--- config.mk ---
export PLATFORM = sky130hd
export DESIGN_NAME = rs_c2_encoder
export DESIGN_NICKNAME = d
export VERILOG_FILES = /design/src/rtl/rs_c2_encoder.sv
export SDC_FILE = /design/constraint.sdc
export NUM_CORES = 1
export LEC_CHECK = 0
export CORE_MARGIN = 2
export CORE_UTILIZATION = 58
export CTS_BUF_LIST = sky130_fd_sc_hd__clkbuf_4 sky130_fd_sc_hd__clkbuf_8 sky130_fd_sc_hd__clkbuf_16
export DETAILED_ROUTE_END_ITERATION = 7
export GPL_TIMING_DRIVEN = 0
export PLACE_DENSITY_LB_ADDON = 0.15
export REMOVE_ABC_BUFFERS = 1
export SETUP_SLACK_MARGIN = 0.1
export SLEW_MARGIN = 20
export SYNTH_ARGS = -nofsm -noshare
export SYNTH_HDL_FRONTEND = slang
export SYNTH_SLANG_ARGS = --single-unit
--- constraint.sdc ---
create_clock -name clk -period 2.9 [get_ports clk]
set_input_delay 0.58 -clock clk [delete_from_list [all_inputs] [get_ports clk]]
set_output_delay 0.58 -clock clk [all_outputs]
set_load 0.01 [all_outputs]
--- src/rtl/rs_c2_encoder.sv ---
// rs_c2_encoder: systematic RS(K+4,K) encoder over GF(256), poly 0x11D, 4 parity symbols per codeword.
// Ports: clk/rst (sync, active-high); in_data/in_valid/in_ready input stream;
//        out_data/out_valid/out_ready output stream with out_parity/out_last tags; busy.
// Optional macro RS_ENC_PARITY_INVERT_EN: emit parity symbols bitwise inverted.
module rs_c2_encoder #(
  parameter int K     = 24,
  parameter int CNT_W = 8
) (
  input  logic       clk,
  input  logic       rst,
  input  logic [7:0] in_data,
  input  logic       in_valid,
  output logic       in_ready,
  output logic [7:0] out_data,
  output logic       out_valid,
  input  logic       out_ready,
  output logic       out_parity,
  output logic       out_last,
  output logic       busy
);
  typedef enum logic {DATA, PARITY} state_t;
  state_t state_q, state_d;
  logic [CNT_W-1:0] cnt_q, cnt_d;
  logic [1:0] pcnt_q, pcnt_d;
  logic [3:0][7:0] r_q, r_d;
  logic [7:0] out_data_q, out_data_d;
  logic out_valid_q, out_valid_d, out_parity_q, out_parity_d, out_last_q, out_last_d;
  logic load_ok, accept, pload, blk_end;
  logic [7:0] f, psym;

  function automatic logic [7:0] gf_mul(input logic [7:0] a, input logic [7:0] b);
    logic [7:0] p, x;
    p = '0;
    x = a;
    for (int i = 0; i < 8; i++) begin
      if (b[i]) p ^= x;
      x = {x[6:0], 1'b0} ^ (x[7] ? 8'h1D : 8'h00);
    end
    return p;
  endfunction

  assign load_ok  = !out_valid_q || out_ready;
  assign in_ready = (state_q == DATA) && load_ok;
  assign accept   = in_valid && in_ready;
  assign pload    = (state_q == PARITY) && load_ok;
  assign blk_end  = cnt_q == CNT_W'(K - 1);
  assign f        = in_data ^ r_q[3];
`ifdef RS_ENC_PARITY_INVERT_EN
  assign psym = ~r_q[3];
`else
  assign psym = r_q[3];
`endif

  always_comb begin
    state_d      = state_q;
    cnt_d        = cnt_q;
    pcnt_d       = pcnt_q;
    r_d          = r_q;
    out_data_d   = out_data_q;
    out_parity_d = out_parity_q;
    out_last_d   = out_last_q;
    out_valid_d  = out_valid_q && !out_ready;
    if (accept) begin
      r_d          = {r_q[2] ^ gf_mul(8'h0F, f), r_q[1] ^ gf_mul(8'h36, f),
                      r_q[0] ^ gf_mul(8'h78, f), gf_mul(8'h40, f)};
      out_data_d   = in_data;
      out_parity_d = 1'b0;
      out_last_d   = 1'b0;
      out_valid_d  = 1'b1;
      cnt_d        = blk_end ? '0 : cnt_q + 1'b1;
      state_d      = blk_end ? PARITY : DATA;
    end else if (pload) begin
      // shifting zeros in drains the LFSR, so it is clear after the fourth load
      r_d          = {r_q[2:0], 8'h00};
      out_data_d   = psym;
      out_parity_d = 1'b1;
      out_last_d   = pcnt_q == 2'd3;
      out_valid_d  = 1'b1;
      pcnt_d       = pcnt_q + 2'd1;
      state_d      = pcnt_q == 2'd3 ? DATA : PARITY;
    end
  end

  always_ff @(posedge clk) begin
    if (rst) begin
      state_q      <= DATA;
      cnt_q        <= '0;
      pcnt_q       <= '0;
      r_q          <= '0;
      out_data_q   <= '0;
      out_parity_q <= 1'b0;
      out_last_q   <= 1'b0;
      out_valid_q  <= 1'b0;
    end else begin
      state_q      <= state_d;
      cnt_q        <= cnt_d;
      pcnt_q       <= pcnt_d;
      r_q          <= r_d;
      out_data_q   <= out_data_d;
      out_parity_q <= out_parity_d;
      out_last_q   <= out_last_d;
      out_valid_q  <= out_valid_d;
    end
  end

  assign out_data   = out_data_q;
  assign out_valid  = out_valid_q;
  assign out_parity = out_parity_q;
  assign out_last   = out_last_q;
  assign busy       = (cnt_q != '0) || (state_q == PARITY);
endmodule

# --- Word-level counts from Yosys, hierarchy flattened ---
# Index checks and enable logic that the tools add are counted.
word_totals:
  ff_bits: 54
  latch_bits: 0
  mem_bits_rw: 0
  romBits: 0
  output_inout_bits: 13
  elab_cells: 135
  memories: 0
classes:
  n_addsub: 2
  n_mul: 0
  div: 0
  n_lt_le_gt_ge: 0
  n_eq_ne: 2
  shift: 0
  mux: 74
  bitwise_logic: 34
  reduce_logical: 12
ops:
  columns: ["operator", "count"]
  rows:
  - ["two-way mux 8 bit", 51]
  - ["two-way mux 32 bit", 2]
  - ["NOT 4 bit", 14]
  - ["two-way mux 7 bit", 7]
  - ["bitwise XOR 8 bit", 4]
  - ["NOT 5 bit", 6]
  - ["two-way mux 6 bit", 3]
  - ["NOT 6 bit", 3]
  - ["NOT 7 bit", 2]
  - ["two-way mux 5 bit", 2]
  - ["adder 8 x 1 -> 8 bit (second input constant)", 1]
  - ["== test 8 x 5 -> 1 bit (second input constant)", 1]
  - ["nonzero test 8 bit", 1]
  - ["two-way mux 1 bit", 7]
  - ["NOT 1 bit", 5]
  - ["logical AND 1 bit", 4]
  - ["two-way mux 4 bit", 1]
  - ["adder 2 x 1 -> 2 bit (second input constant)", 1]
  - ["== test 2 bit (second input constant)", 1]
  - ["logical NOT 1 bit", 2]
  - ["logical OR 1 bit", 2]
  - ["two-way mux 2 bit", 1]
  - ["AND reduction 2 bit", 1]
  - ["nonzero test 2 bit", 1]
  - ["OR reduction 2 bit", 1]

# --- Longest topological paths before layout ---
# Gate-level depths: netlist of the first run.
depth:
  depth_word: 28
  ltp_mapped: 6

# --- Least setup slack after synthesis of the first run ---
# Ideal clock, no wire load.
synth_path:
  path_kind: "input-to-reg"
  startpoint: "input port in_data[1]"
  endpoint: "register r_q[14] in the netlist's numbering"
  t_arrival_ns: 2.125
  setup_slack_ns: 0.684
  path_stages: 5
  path_buffers: 0
  cell_sequence: "xnor2_1 > xnor3_1 > xnor3_1 > a21o_1 > a311oi_1"
synth_via:
  elab_chain_len: 22
synth_rtl:
  columns: ["element", "line", "rtl"]
  rows:
  - ["start: declaration", "11", "input logic [7:0] in_data,"]
  - ["bitwise XOR 8 bit *", "47", "assign f = in_data ^ r_q[3];"]
  - ["two-way mux 8 bit *", "36", "if (b[i]) p ^= x;"]
  - ["two-way mux 8 bit *", "63", "if (accept) begin"]
  - ["NOT 7 bit (no line)", null, null]
  - ["two-way mux 8 bit *", "36", null]
  - ["two-way mux 8 bit *", "63", null]
  - ["NOT 6 bit (no line)", null, null]
  - ["two-way mux 8 bit *", "36", null]
  - ["(+6 left out)", null, null]
  - ["NOT 5 bit (no line)", null, null]
  - ["two-way mux 7 bit *", "36", null]
  - ["two-way mux 8 bit *", "63", null]
  - ["NOT 5 bit (no line)", null, null]
  - ["two-way mux 8 bit *", "36", null]
  - ["two-way mux 8 bit *", "63", null]
  - ["bitwise XOR 8 bit *", "65", "r_q[0] ^ gf_mul(8'h78, f), gf_mul(8'h40, f)};"]
  - ["two-way mux 32 bit *", "63", null]
  - ["end signal: assignment", "98", "r_q <= r_d;"]
  - ["end: declaration", "25", "logic [3:0][7:0] r_q, r_d;"]
# Every way passes the cells marked *; elsewhere a longest branch is shown, timed or not. The select of a mux whose other input is x is not followed.
# A chain may end at the register's enable or synchronous reset.

# --- Worst setup path after layout of the first run ---
layout_path:
  startpoint: "input port in_data[3]"
  endpoint: "register r_q[15] in the netlist's numbering"
layout_via:
  elab_chain_len: 15
layout_rtl:
  columns: ["element", "line"]
  rows:
  - ["bitwise XOR 8 bit *", "47"]
  - ["two-way mux 8 bit *", "36"]
  - ["two-way mux 8 bit *", "63"]
  - ["NOT 5 bit (no line)", null]
  - ["two-way mux 8 bit *", "36"]
  - ["two-way mux 8 bit *", "63"]
  - ["NOT 6 bit (no line)", null]
  - ["two-way mux 8 bit *", "36"]
  - ["two-way mux 8 bit * (2 in a row)", "63"]
  - ["NOT 5 bit (no line)", null]
  - ["two-way mux 8 bit *", "36"]
  - ["two-way mux 8 bit *", "63"]
  - ["bitwise XOR 8 bit *", "65"]
  - ["two-way mux 32 bit *", "63"]
# Marked as above.

==> results of run 1 <==
worst max-delay path by stage:
stage                           from                   end
after global placement      in_valid  r_q[15]$_SDFFE_PP0P_
after floorplan             in_valid  r_q[15]$_SDFFE_PP0P_
after detailed placement  in_data[1]  r_q[14]$_SDFFE_PP0P_
after global routing      in_data[3]  psym[4]$_SDFFE_PP0P_
final                     in_data[3]  r_q[15]$_SDFFE_PP0P_
after CTS                 in_data[4]  r_q[12]$_SDFFE_PP0P_
cell type report:
class	count	area share, %
well taps	70	2.46
clock inverters	2	0.386
multi-input cells	240	54.7
inverters	3	0.316
flip-flops and latches	54	30.3
repair buffers	33	9.83
clock buffers	5	1.93
power by group:
part	switching (W)	internal (W)	total, W
Combinational	0.000937	0.00109	0.00203
Clock	0.000248	0.000167	0.000415
Sequential	0.000140	0.000895	0.00104
cell usage in the layout (no fill, tap or decap), drive strengths merged, types with 9 or more instances in the layout:
cell / instances
xnor2: 34
dfxtp: 54
a211oi: 13
clkdlybuf4s50: 23
buf: 10
nand2: 25
xor2: 14
nor2: 39
xnor3: 14
a21oi: 9
per-stage QoR:
| stage | util, % | power, W | std cells | cell area (sq um) | hold slack (ns) |
|---|---|---|---|---|---|
| floorplan | - | 0.00266 | 296 | 3010 | 0.434 |
| global placement | 65.3 | 0.00296 | 390 | 3340 | 0.448 |
| detailed placement | 67.3 | 0.00303 | 395 | 3440 | 0.454 |
| CTS | 69.0 | 0.00346 | 402 | 3530 | 0.469 |
| global route | 69.8 | 0.00372 | 407 | 3560 | 0.490 |
| finish | 69.8 | 0.00348 | 407 | 3560 | 0.468 |
repair_timing:
action                                 in CTS  in global routing
setup endpoints to repair                   1                  6
endpoints found under the hold margin       0                  0
pin swaps                                   0                  1
resized for setup                           1                  0
cloned                                      0                  1
buffers inserted                            0                  4
critical path: stages:
cell             delay, ns
clkdlybuf4s50_1       0.56
xor2_1                0.45
xnor3_1               0.63
xnor2_1               0.22
a21o_1                0.21
a221oi_1              0.26
routing by layer:
metal	global-route usage (%)	share of wire (%)	up-vias
met3	2.94	4.0	8
met5	0	0	-
met1	30.4	47	1151
met2	38.5	48	46
met4	7.09	1.2	0
li1	-	-	1185
kinds of logic (layout without fill, tap and decap cells):
family,count (synthesis),after routing,synth area share (%)
adder cells (fa/ha/maj),3,3,1.22
buffers and inverters,22,43,2.68
AND/OR/NAND/NOR,102,103,15.6
AO/OA/AOI/OAI,69,69,16.7
multiplexers,2,2,0.691
flip-flops,54,54,35.1
XOR/XNOR,63,63,28.0
state kept, by name (all words and copies together) (netlist names):
signal and cells:
cnt_q 8, out_data 8, out_last 1, out_parity 1, out_valid 1, pcnt_q 2, psym 8, r_q 24
state_q 1
==> flow_summary.json, run 1 <==
{
  "criticalPathCategory": "input pin to register",
  "core_sq_um": 5110,
  "arrival_ns": 2.91,
  "gp_congestion": 0.823,
  "top_level_ports": 25,
  "fillers": 405,
  "antenna_found_initial": 0,
  "grt_pass1_wl_um": 10700,
  "hold_violations": 0,
  "async_reset_ff_share_pct": 0,
  "period_share_pct": 92.8,
  "yosysTopAreaCellShare_pct": 35.1,
  "r2r_end": "r_q[15]$_SDFFE_PP0P_",
  "status": "finished clean",
  "first_global_vias": 2259,
  "synth_edf_count": 0,
  "hold-path-cell-count": 2,
  "path_max_fanout": 4,
  "dr_total_vias": 2390,
  "power_density_nw_per_um2": 977,
  "synth_area_sq_um": 3080,
  "synthToLayoutAreaGrowth_pct": 15.7,
  "via_per_inst": 5.87,
  "overflow": 0,
  "rsz0062_at_grt": "no",
  "multi_input_area_sq_um": 1950,
  "numCtsBuffers": 5,
  "tightest_slew_ns": 0.611,
  "syn_avg_cell_area_sq_um": 9.78,
  "ant_nets": 0,
  "r2r-start": "psym[3]$_SDFFE_PP0P_",
  "post-place-ws_ns": -0.220,
  "clk_pin_slew_worst_paths_ns": 0.10,
  "wl_um": 6540,
  "cp.required_ns": 3.11,
  "clock-root-buffer": "clkbuf_8",
  "floorplan.rows": 26,
  "period_needed_ns": 2.69,
  "clockBufferDepth": 2,
  "htree_levels": 2,
  "synth-seq-cells": 54,
  "route.detailed.drc": 0,
  "n_antenna_cell": 0,
  "tns_ns": 0,
  "final_nets": 352,
  "start_util_pct": 60.3,
  "grt_max_degree": 34,
  "yosysMostFrequentCell": "dfxtp_1",
  "initialDrtViolationCount": 200,
  "hold_buffers": 0,
  "synth_area_leaders": "dfxtp_1 (35%), xnor3_1 (8.0%), xnor2_1 (8.0%)",
  "min_to": "pcnt_q[1]$_SDFFE_PP0P_",
  "max_freq_mhz": 371,
  "synth.distinct_cells": 48,
  "peakVddDrop_uv": 516,
  "port_buffers": 24,
  "synth_common_cells": "dfxtp_1 (54), nor2_1 (39), xnor2_1 (28)",
  "die_w_um": 76.9,
  "tritoncts": "built",
  "synth_flop_cell": "dfxtp_1",
  "dieArea_sq_um": 5910,
  "min_from": "pcnt_q[1]$_SDFFE_PP0P_",
  "reg2reg_depth": 5,
  "cts.sinks": 54,
  "seqCellArea_sq_um": 1080,
  "grt_use_total_pct": 22.8,
  "clock_latency_ns": 0.31,
  "r2r_setup_slack_ns": 0.57,
  "drive_gt1_share_pct": 10.4,
  "ys_seq_area_share_pct": 35.1,
  "yosys.area.top_type": "dfxtp_1",
  "setup_viol": 0,
  "skew_ns": 0.0116,
  "routedWlPerCell_um": 16.1,
  "hpwl_um": 4340,
  "yosysWarnings": 0,
  "synth_cells": 315,
  "slew_headroom_pct": 58.7,
  "setup_ws_ns": 0.207,
  "final_max_slew_viol_count": 0,
  "first_pass_iters": 4,
  "p_leak_nw": 1.37,
  "cp-start-kind": "input pin",
  "endpoint_kind": "register",
  "hold_path_class": "register to register",
  "cap_violations": 0,
  "die_h_um": 76.9
}
No activity file was read; power rests on OpenSTA's default activity.
==> run 2: changes to the inputs <==
==> constraint.sdc (replaced) <==
create_clock -name clk -period 2.53 [get_ports clk]
set_input_delay 0.506 -clock clk [delete_from_list [all_inputs] [get_ports clk]]
set_output_delay 0.506 -clock clk [all_outputs]
set_load 0.01 [all_outputs]
==> flow_summary.json, run 2 (synthesis results as in run 1) <==
{
  "final_common_cell": "dfxtp_1",
  "fillers": 361,
  "min_from": "pcnt_q[1]$_SDFFE_PP0P_",
  "p_leak_nw": 1.53,
  "rsz0062_at_grt": "yes",
  "crit_top_cell": "xnor3_1",
  "hpwl_um": 4340,
  "dieArea_sq_um": 5910,
  "first_global_vias": 2335,
  "largest-register": "r_q",
  "numCtsBuffers": 5,
  "r2r-start": "psym[4]$_SDFFE_PP0P_",
  "critPathSlowestCell": "clkdlybuf4s50_1",
  "dp.cells": 395,
  "final_max_slew_viol_count": 0,
  "drive_gt1_share_pct": 18.7,
  "hold_path_class": "register to register",
  "die_h_um": 76.9,
  "cp_cell_sequence": "clkdlybuf4s50_1 -> xnor2_4 -> xnor3_1 -> xnor3_1 -> a21o_1 -> a311oi_1",
  "period_share_pct": 94.4,
  "slew_headroom_pct": 57.8,
  "floorplan.rows": 26,
  "start_util_pct": 60.3,
  "peakVddDrop_uv": 596,
  "synthToLayoutAreaGrowth_pct": 24.7,
  "post-place-ws_ns": -0.516,
  "period_needed_ns": 2.39,
  "wl_um": 7060,
  "setup_ws_ns": 0.142,
  "cp-startpoint": "in_data[0]",
  "n_antenna_cell": 0,
  "max_freq_mhz": 419,
  "finalNonFillerCells": 428,
  "setup_viol": 0,
  "overflow": 0,
  "hold_ws_ns": 0.467,
  "antenna_found_initial": 0,
  "routedWlPerCell_um": 16.5,
  "clock-root-buffer": "clkbuf_8",
  "dr_total_vias": 2524,
  "final_nets": 373,
  "grt_use_total_pct": 24.1,
  "largest_reg_flops": 24,
  "cp.required_ns": 2.76,
  "endpoint_kind": "register",
  "tritoncts": "built",
  "grt_max_degree": 34,
  "clk_pin_slew_worst_paths_ns": 0.10,
  "cp-start-kind": "input pin",
  "route.detailed.drc": 0,
  "critPathMaxStageDelay_ns": 0.51,
  "htree_levels": 2,
  "via_per_inst": 5.90,
  "path_max_fanout": 5,
  "gp_congestion": 0.823,
  "cts.sinks": 54,
  "arrival_ns": 2.62,
  "clockBufferDepth": 2,
  "hold_violations": 0,
  "skew_ns": 0.00972,
  "clock_latency_ns": 0.32,
  "tightest_slew_ns": 0.624,
  "criticalPathCategory": "input pin to register",
  "grt_pass1_wl_um": 11200,
  "first_pass_iters": 4,
  "core_sq_um": 5110,
  "mostFrequentLayoutCells": "dfxtp_1 (54), nor2_1 (38), nand2_1 (25), buf_4 (25), xnor2_1 (22)",
  "cap_violations": 0,
  "port_buffers": 24,
  "status": "finished clean",
  "top_level_ports": 25,
  "initialDrtViolationCount": 184,
  "power_density_nw_per_um2": 1140,
  "die_w_um": 76.9,
  "ant_nets": 0
}
==> run 2: cell types whose count changed in the layout (fill, tap and decap cells not counted), moves of 3 or more <==
cell,before,now
buf_4,4,25
xnor2_1,27,22
xnor2_4,2,6
xnor3_1,11,7
xnor3_2,1,5
clkdlybuf4s50_1,23,20
dlymetal6s2s_1,0,3
==> run 2: cell type report <==
class,instances,area (sq um),share of cell area (%)
Multi-Input combinational cell,240,2060,53.7
Sequential cell,54,1080,28.2
Timing Repair Buffer,54,515,13.4
Tap cell,70,87.6,2.28
Clock buffer,5,68.8,1.79
Clock inverter,2,13.8,0.358
Inverter,3,11.3,0.293
==> run 2: final timing paths <==
path / end / slack (ns) / cells after the start
hold / removal: pcnt_q[1]$_SDFFE_PP0P_ / 0.47 / 2
setup / recovery: r_q[14]$_SDFFE_PP0P_ / 0.14 / 6
setup reg to reg: r_q[12]$_SDFFE_PP0P_ / 0.38 / 5
hold reg to reg: pcnt_q[1]$_SDFFE_PP0P_ / 0.47 / 2
==> run 2: power breakdown <==
| group | leakage [nW] | switching (W) | internal, W | total, W |
|---|---|---|---|---|
| clock | 0.0444 | 0.000290 | 0.000192 | 0.000482 |
| combinational | 1.04 | 0.00118 | 0.00151 | 0.00269 |
| sequential | 0.443 | 0.000181 | 0.00103 | 0.00121 |
| total | 1.53 | 0.00165 | 0.00273 | 0.00438 |
==> run 2: worst max-delay path, delay by kind of cell <==
family,cells,cell delay [ns]
XOR/XNOR,3,1.17
AO/OA/AOI/OAI,2,0.43
buffers and inverters,1,0.51
==> run 2: per-layer routing <==
| layer | wire length (um) | global-route usage, % |
|---|---|---|
| met5 | 0 | 0 |
| met4 | 93 | 7.45 |
| met3 | 352 | 3.06 |
| met2 | 3560 | 40.4 |
| met1 | 3050 | 32.6 |
==> run 2: through the flow <==
| stage | total power (W) | setup TNS (ns) | util, % | area (sq um) |
|---|---|---|---|---|
| 2_1_floorplan | 0.00305 | -0.0866 | - | 3010 |
| 3_3_place_gp | 0.00340 | -54.88 | 65.3 | 3340 |
| 3_5_place_dp | 0.00347 | -8.07 | 67.3 | 3440 |
| 4_1_cts | 0.00406 | 0 | 71.0 | 3620 |
| 5_1_grt | 0.00464 | 0 | 75.2 | 3840 |
| 6_report | 0.00438 | 0 | 75.2 | 3840 |
==> run 2: what timing repair did <==
| action | in CTS | in global routing |
|---|---|---|
| pin swaps | 4 | 7 |
| gates cloned | 1 | 0 |
| buffers inserted | 7 | 18 |
| endpoints found under the setup margin | 20 | 20 |
| resized for setup | 6 | 16 |
| hold buffers | 0 | 0 |
==> edit 1: new RTL, config.mk and constraints of run 1 <==
One comparison of `cnt_q` changes from == to >=.
--- a/src/rtl/rs_c2_encoder.sv
+++ b/src/rtl/rs_c2_encoder.sv
@@ -43,7 +43,7 @@
   assign in_ready = (state_q == DATA) && load_ok;
   assign accept   = in_valid && in_ready;
   assign pload    = (state_q == PARITY) && load_ok;
-  assign blk_end  = cnt_q == CNT_W'(K - 1);
+  assign blk_end  = cnt_q >= CNT_W'(K - 1);
   assign f        = in_data ^ r_q[3];
 `ifdef RS_ENC_PARITY_INVERT_EN
   assign psym = ~r_q[3];
Behaviour: no difference found for any inputs over 10 cycles, from zero or initial values and one cycle with rst high; that may be too few to reach the edited logic, so the function may still have changed.
==> edit 1 against run 1 <==
Register-to-register slack got worse by 30 ps; worst setup slack got worse by 52 ps; design area decreased by 4.2%; clock power increased by 4%; sequential cell count unchanged; total power increased by 0.98%; wire length decreased by 1.6%; synthesized area decreased by 3.0%.
==> edit 1: results (changes against run 1) <==
* Status: finished, final reports clean
* Crit path DAT at 2960 ps (+50 ps)
* Synthesized instance count at 314 (-0.32%)
* Vias at 2418 (+1.2%)
* Final nets at 343 (-2.6%)
* GRT met2 Usage at 0.385 (about the same)
* Met1 Use GR at 0.318 (+0.0135)
* Worst r2r src: psym[1]$_SDFFE_PP0P_
* Initial DRC Count at 212 (+6.0%)
* Worst R2R Setup Slack at 540 ps (-30 ps)
* Worst clock skew at 11.0 ps (-0.547 ps)
* Pre-CTS setup slack at -188 ps (+32.1 ps)
* HPWL Detailed at 4360 microns (+0.43%)
* Part of the Yosys area used for sequential elements at 0.362 (+0.0107)
* Routability congestion estimate at 0.793 (-3.7%)
* Most instantiated cells after synthesis: dfxtp_1 (54), nor2_1 (33), xnor2_1 (25)
* # resized after CTS at 0 (-1)
* Largest net degree at the start of global routing at 42 (+24%)
* VDD IR-drop max at 0.649 mV (+26%)
* DP Cell Count at 391 (-1.0%)
* Slowest-stage cell, CP: xnor3_2
* Worst setup endpoint: r_q[14]$_SDFFE_PP0P_
* Adder-cell area share of the yosys netlist at 0.0126 (+0.000373)
* WL met1 at 2910 microns (-4.7%)
* Routed met3 length at 285 microns (+8.8%)
edit 1: cell types whose count changed after synthesis, sizes merged, moves of 4 or more:
| cell | before | now |
|---|---|---|
| nor2 | 39 | 33 |
| xnor3 | 14 | 10 |
| o211ai | 6 | 11 |
| a2111oi | 4 | 0 |
| xor2 | 14 | 10 |
| a211oi | 13 | 7 |
| o21ai | 3 | 13 |
| or3 | 6 | 13 |
| nand2 | 25 | 20 |
| a31oi | 7 | 12 |
edit 1: cell type report:
| type | count | area [sq um] |
|---|---|---|
| Tap cell | 70 | 87.6 |
| Clock buffer | 5 | 68.8 |
| Timing Repair Buffer | 27 | 294 |
| Inverter | 6 | 22.5 |
| Clock inverter | 3 | 21.3 |
| Fill cell | 397 | 1630 |
| Multi-Input combinational cell | 234 | 1840 |
| Sequential cell | 54 | 1080 |
edit 1: power by group:
part           internal [W]  switching, W
Sequential         0.000912      0.000143
Clock              0.000170      0.000260
Combinational       0.00106      0.000976
Total               0.00214       0.00138
==> edit 2: new RTL, flow settings as in run 1 <==
Without the edit above. Build with the macro `RS_ENC_PARITY_INVERT_EN` defined.
--- a/src/rtl/rs_c2_encoder.sv
+++ b/src/rtl/rs_c2_encoder.sv
@@ -2,6 +2,8 @@
 // Ports: clk/rst (sync, active-high); in_data/in_valid/in_ready input stream;
 //        out_data/out_valid/out_ready output stream with out_parity/out_last tags; busy.
 // Optional macro RS_ENC_PARITY_INVERT_EN: emit parity symbols bitwise inverted.
+`define RS_ENC_PARITY_INVERT_EN
+
 module rs_c2_encoder #(
   parameter int K     = 24,
   parameter int CNT_W = 8
Behaviour: same outputs for any inputs over 10 cycles, from zero or initial values and one cycle with rst high; that may be too few to reach the edited logic, so the function may still have changed.
==> edit 2 against run 1 <==
Hold slack gained 2.3 ps; synthesized cell count increased by 4.1%; total power grew 4.4%; non-clock buffer count decreased by 3; synthesized area fell by 4.4%; design area fell by 3.3%; global-route usage rose by 1.1 points; largest power group unchanged; worst setup slack lost 4.6 ps; wire length decreased by 5.9%; sequential cell count unchanged.
==> edit 2: results (changes against run 1) <==
* VDD IR-drop max at 0.519 mV (+0.66%)
* Most instantiated cells after synthesis: dfxtp_1 (54), nor2_1 (50), xnor2_1 (34)
* Clock buf count at 6 (+1)
* Pre-CTS setup slack at -268 ps (-47.4 ps)
* DR vias/cell at 5.80 (-1.3%)
* Routed met3 length at 334 microns (+27%)
* Worst-case reg-to-reg path depth at 6 (+1)
* HPWL Detailed at 4160 microns (-4.0%)
* Netlist cell types at 36 (-25%)
* Per-cell routed wire length at 14.9 microns (-7.3%)
* NonClk Buf Share at 0.0963 (-0.00206)
* Slowest-stage cell, CP: clkdlybuf4s50_1
* Number of fill cells at 394 (-2.7%)
* Top Family by Delay on Critical Path: buffers and inverters
* Number of multi-input logic gates at 252 (+5.0%)
* Max FFs per register at 32 (+33%)
* Worst clock skew at 7.08 ps (-4.48 ps)
* Non-CTS buffers at 30 (-9.1%)
* Crit path time final at 2700 ps (+4.64 ps)
* Part of the Yosys area used for sequential elements at 0.367 (+0.0163)
* Met1 Use GR at 0.322 (+0.0179)
* CP max stage delay at 610 ps (-20 ps)
* Worst-Margin Slew at 756 ps (+145 ps)
* Clock buf/inv share at 0.0331 (+0.00988)
* Inverter count at 2 (-1)
* GRT met2 Usage at 0.387 (+0.00185)
* P_leak at 1.27 nW (-7.3%)
* Vias in the first global route at 2222 (-1.6%)
* Synth area leaders: dfxtp_1 (37%), xnor2_1 (10%), nor2_1 (6.4%)
* Critical Path Source: in_valid
* Met3 GRT Util at 0.0482 (+0.0188)
* Status: finished, final reports clean
* WL met1 at 2720 microns (-11%)
* Layout cell share with drive strength beyond 1 at 0.0954 (-0.00848)
* Final nets at 360 (+2.3%)
* Overall routing resource usage at 0.239 (+0.0112)
* Routability congestion estimate at 0.762 (-7.3%)
* Skew-Pair Late Insertion Delay at 310 ps (about the same)
* Initial DRC Count at 112 (-44%)
* Worst R2R Setup Slack at 600 ps (+30 ps)
* Worst r2r src: r_q[31]$_SDFFE_PP0P_
* Worst Path Max Fanout at 11 (+7)
* Footprint of the multi-input gates at 0.00183 sq mm (-6.4%)
* Met2 wire len at 3010 microns (-4.4%)
* Crit path DAT at 2950 ps (+40 ps)
* Largest net degree at the start of global routing at 35 (+2.9%)
* Global-route wire length before repair at 10300 microns (-3.8%)
edit 2: cell types whose count changed in the layout (fill, tap and decap cells not counted), sizes merged, moves of 6 or more:
cell	before	now
o211ai	6	12
nor2	39	50
xnor3	14	5
a222oi	8	0
a211oi	13	6
xnor2	34	43
or3	6	12
edit 2: worst min-delay path by stage:
stage / startpoint / to / slack, ps
final: r_q[15]$_SDFFE_PP0P_ / r_q[15]$_SDFFE_PP0P_ / 470
after global routing: pcnt_q[1]$_SDFFE_PP0P_ / pcnt_q[1]$_SDFFE_PP0P_ / 510
after CTS: r_q[15]$_SDFFE_PP0P_ / r_q[15]$_SDFFE_PP0P_ / 470
after detailed placement: r_q[15]$_SDFFE_PP0P_ / r_q[15]$_SDFFE_PP0P_ / 460
after global placement: pcnt_q[1]$_SDFFE_PP0P_ / pcnt_q[1]$_SDFFE_PP0P_ / 450
after floorplan: pcnt_q[1]$_SDFFE_PP0P_ / pcnt_q[1]$_SDFFE_PP0P_ / 430
edit 2: cell families (layout without fill, tap and decap cells):
family,count (synthesis),count (layout),synth area share
xor+xnor,67,67,0.253
compound gates,64,64,0.149
mux,4,4,0.0145
buf+inv,22,40,0.0281
flops,54,54,0.367
simple gates,114,114,0.175
fa+ha+maj,3,3,0.0128
edit 2: metrics by stage:
stage	std cells	cell area, sq um
floorplan	308	2870
global placement	399	3190
detailed placement	405	3300
CTS	413	3420
global route	413	3440
finish	413	3440
edit 2: tightest hold or removal path, delay by kind of cell, from the launching register on:
kind,cells,cell delay [ps]
AO/OA/AOI/OAI,1,50
AND/OR/NAND/NOR,1,50
flip-flops,1,330
edit 2: power by group:
part,total (W),switching (W),internal [W]
clock,0.000515,0.000248,0.000267
sequential,0.00106,0.000147,0.000909
combinational,0.00207,0.00102,0.00104
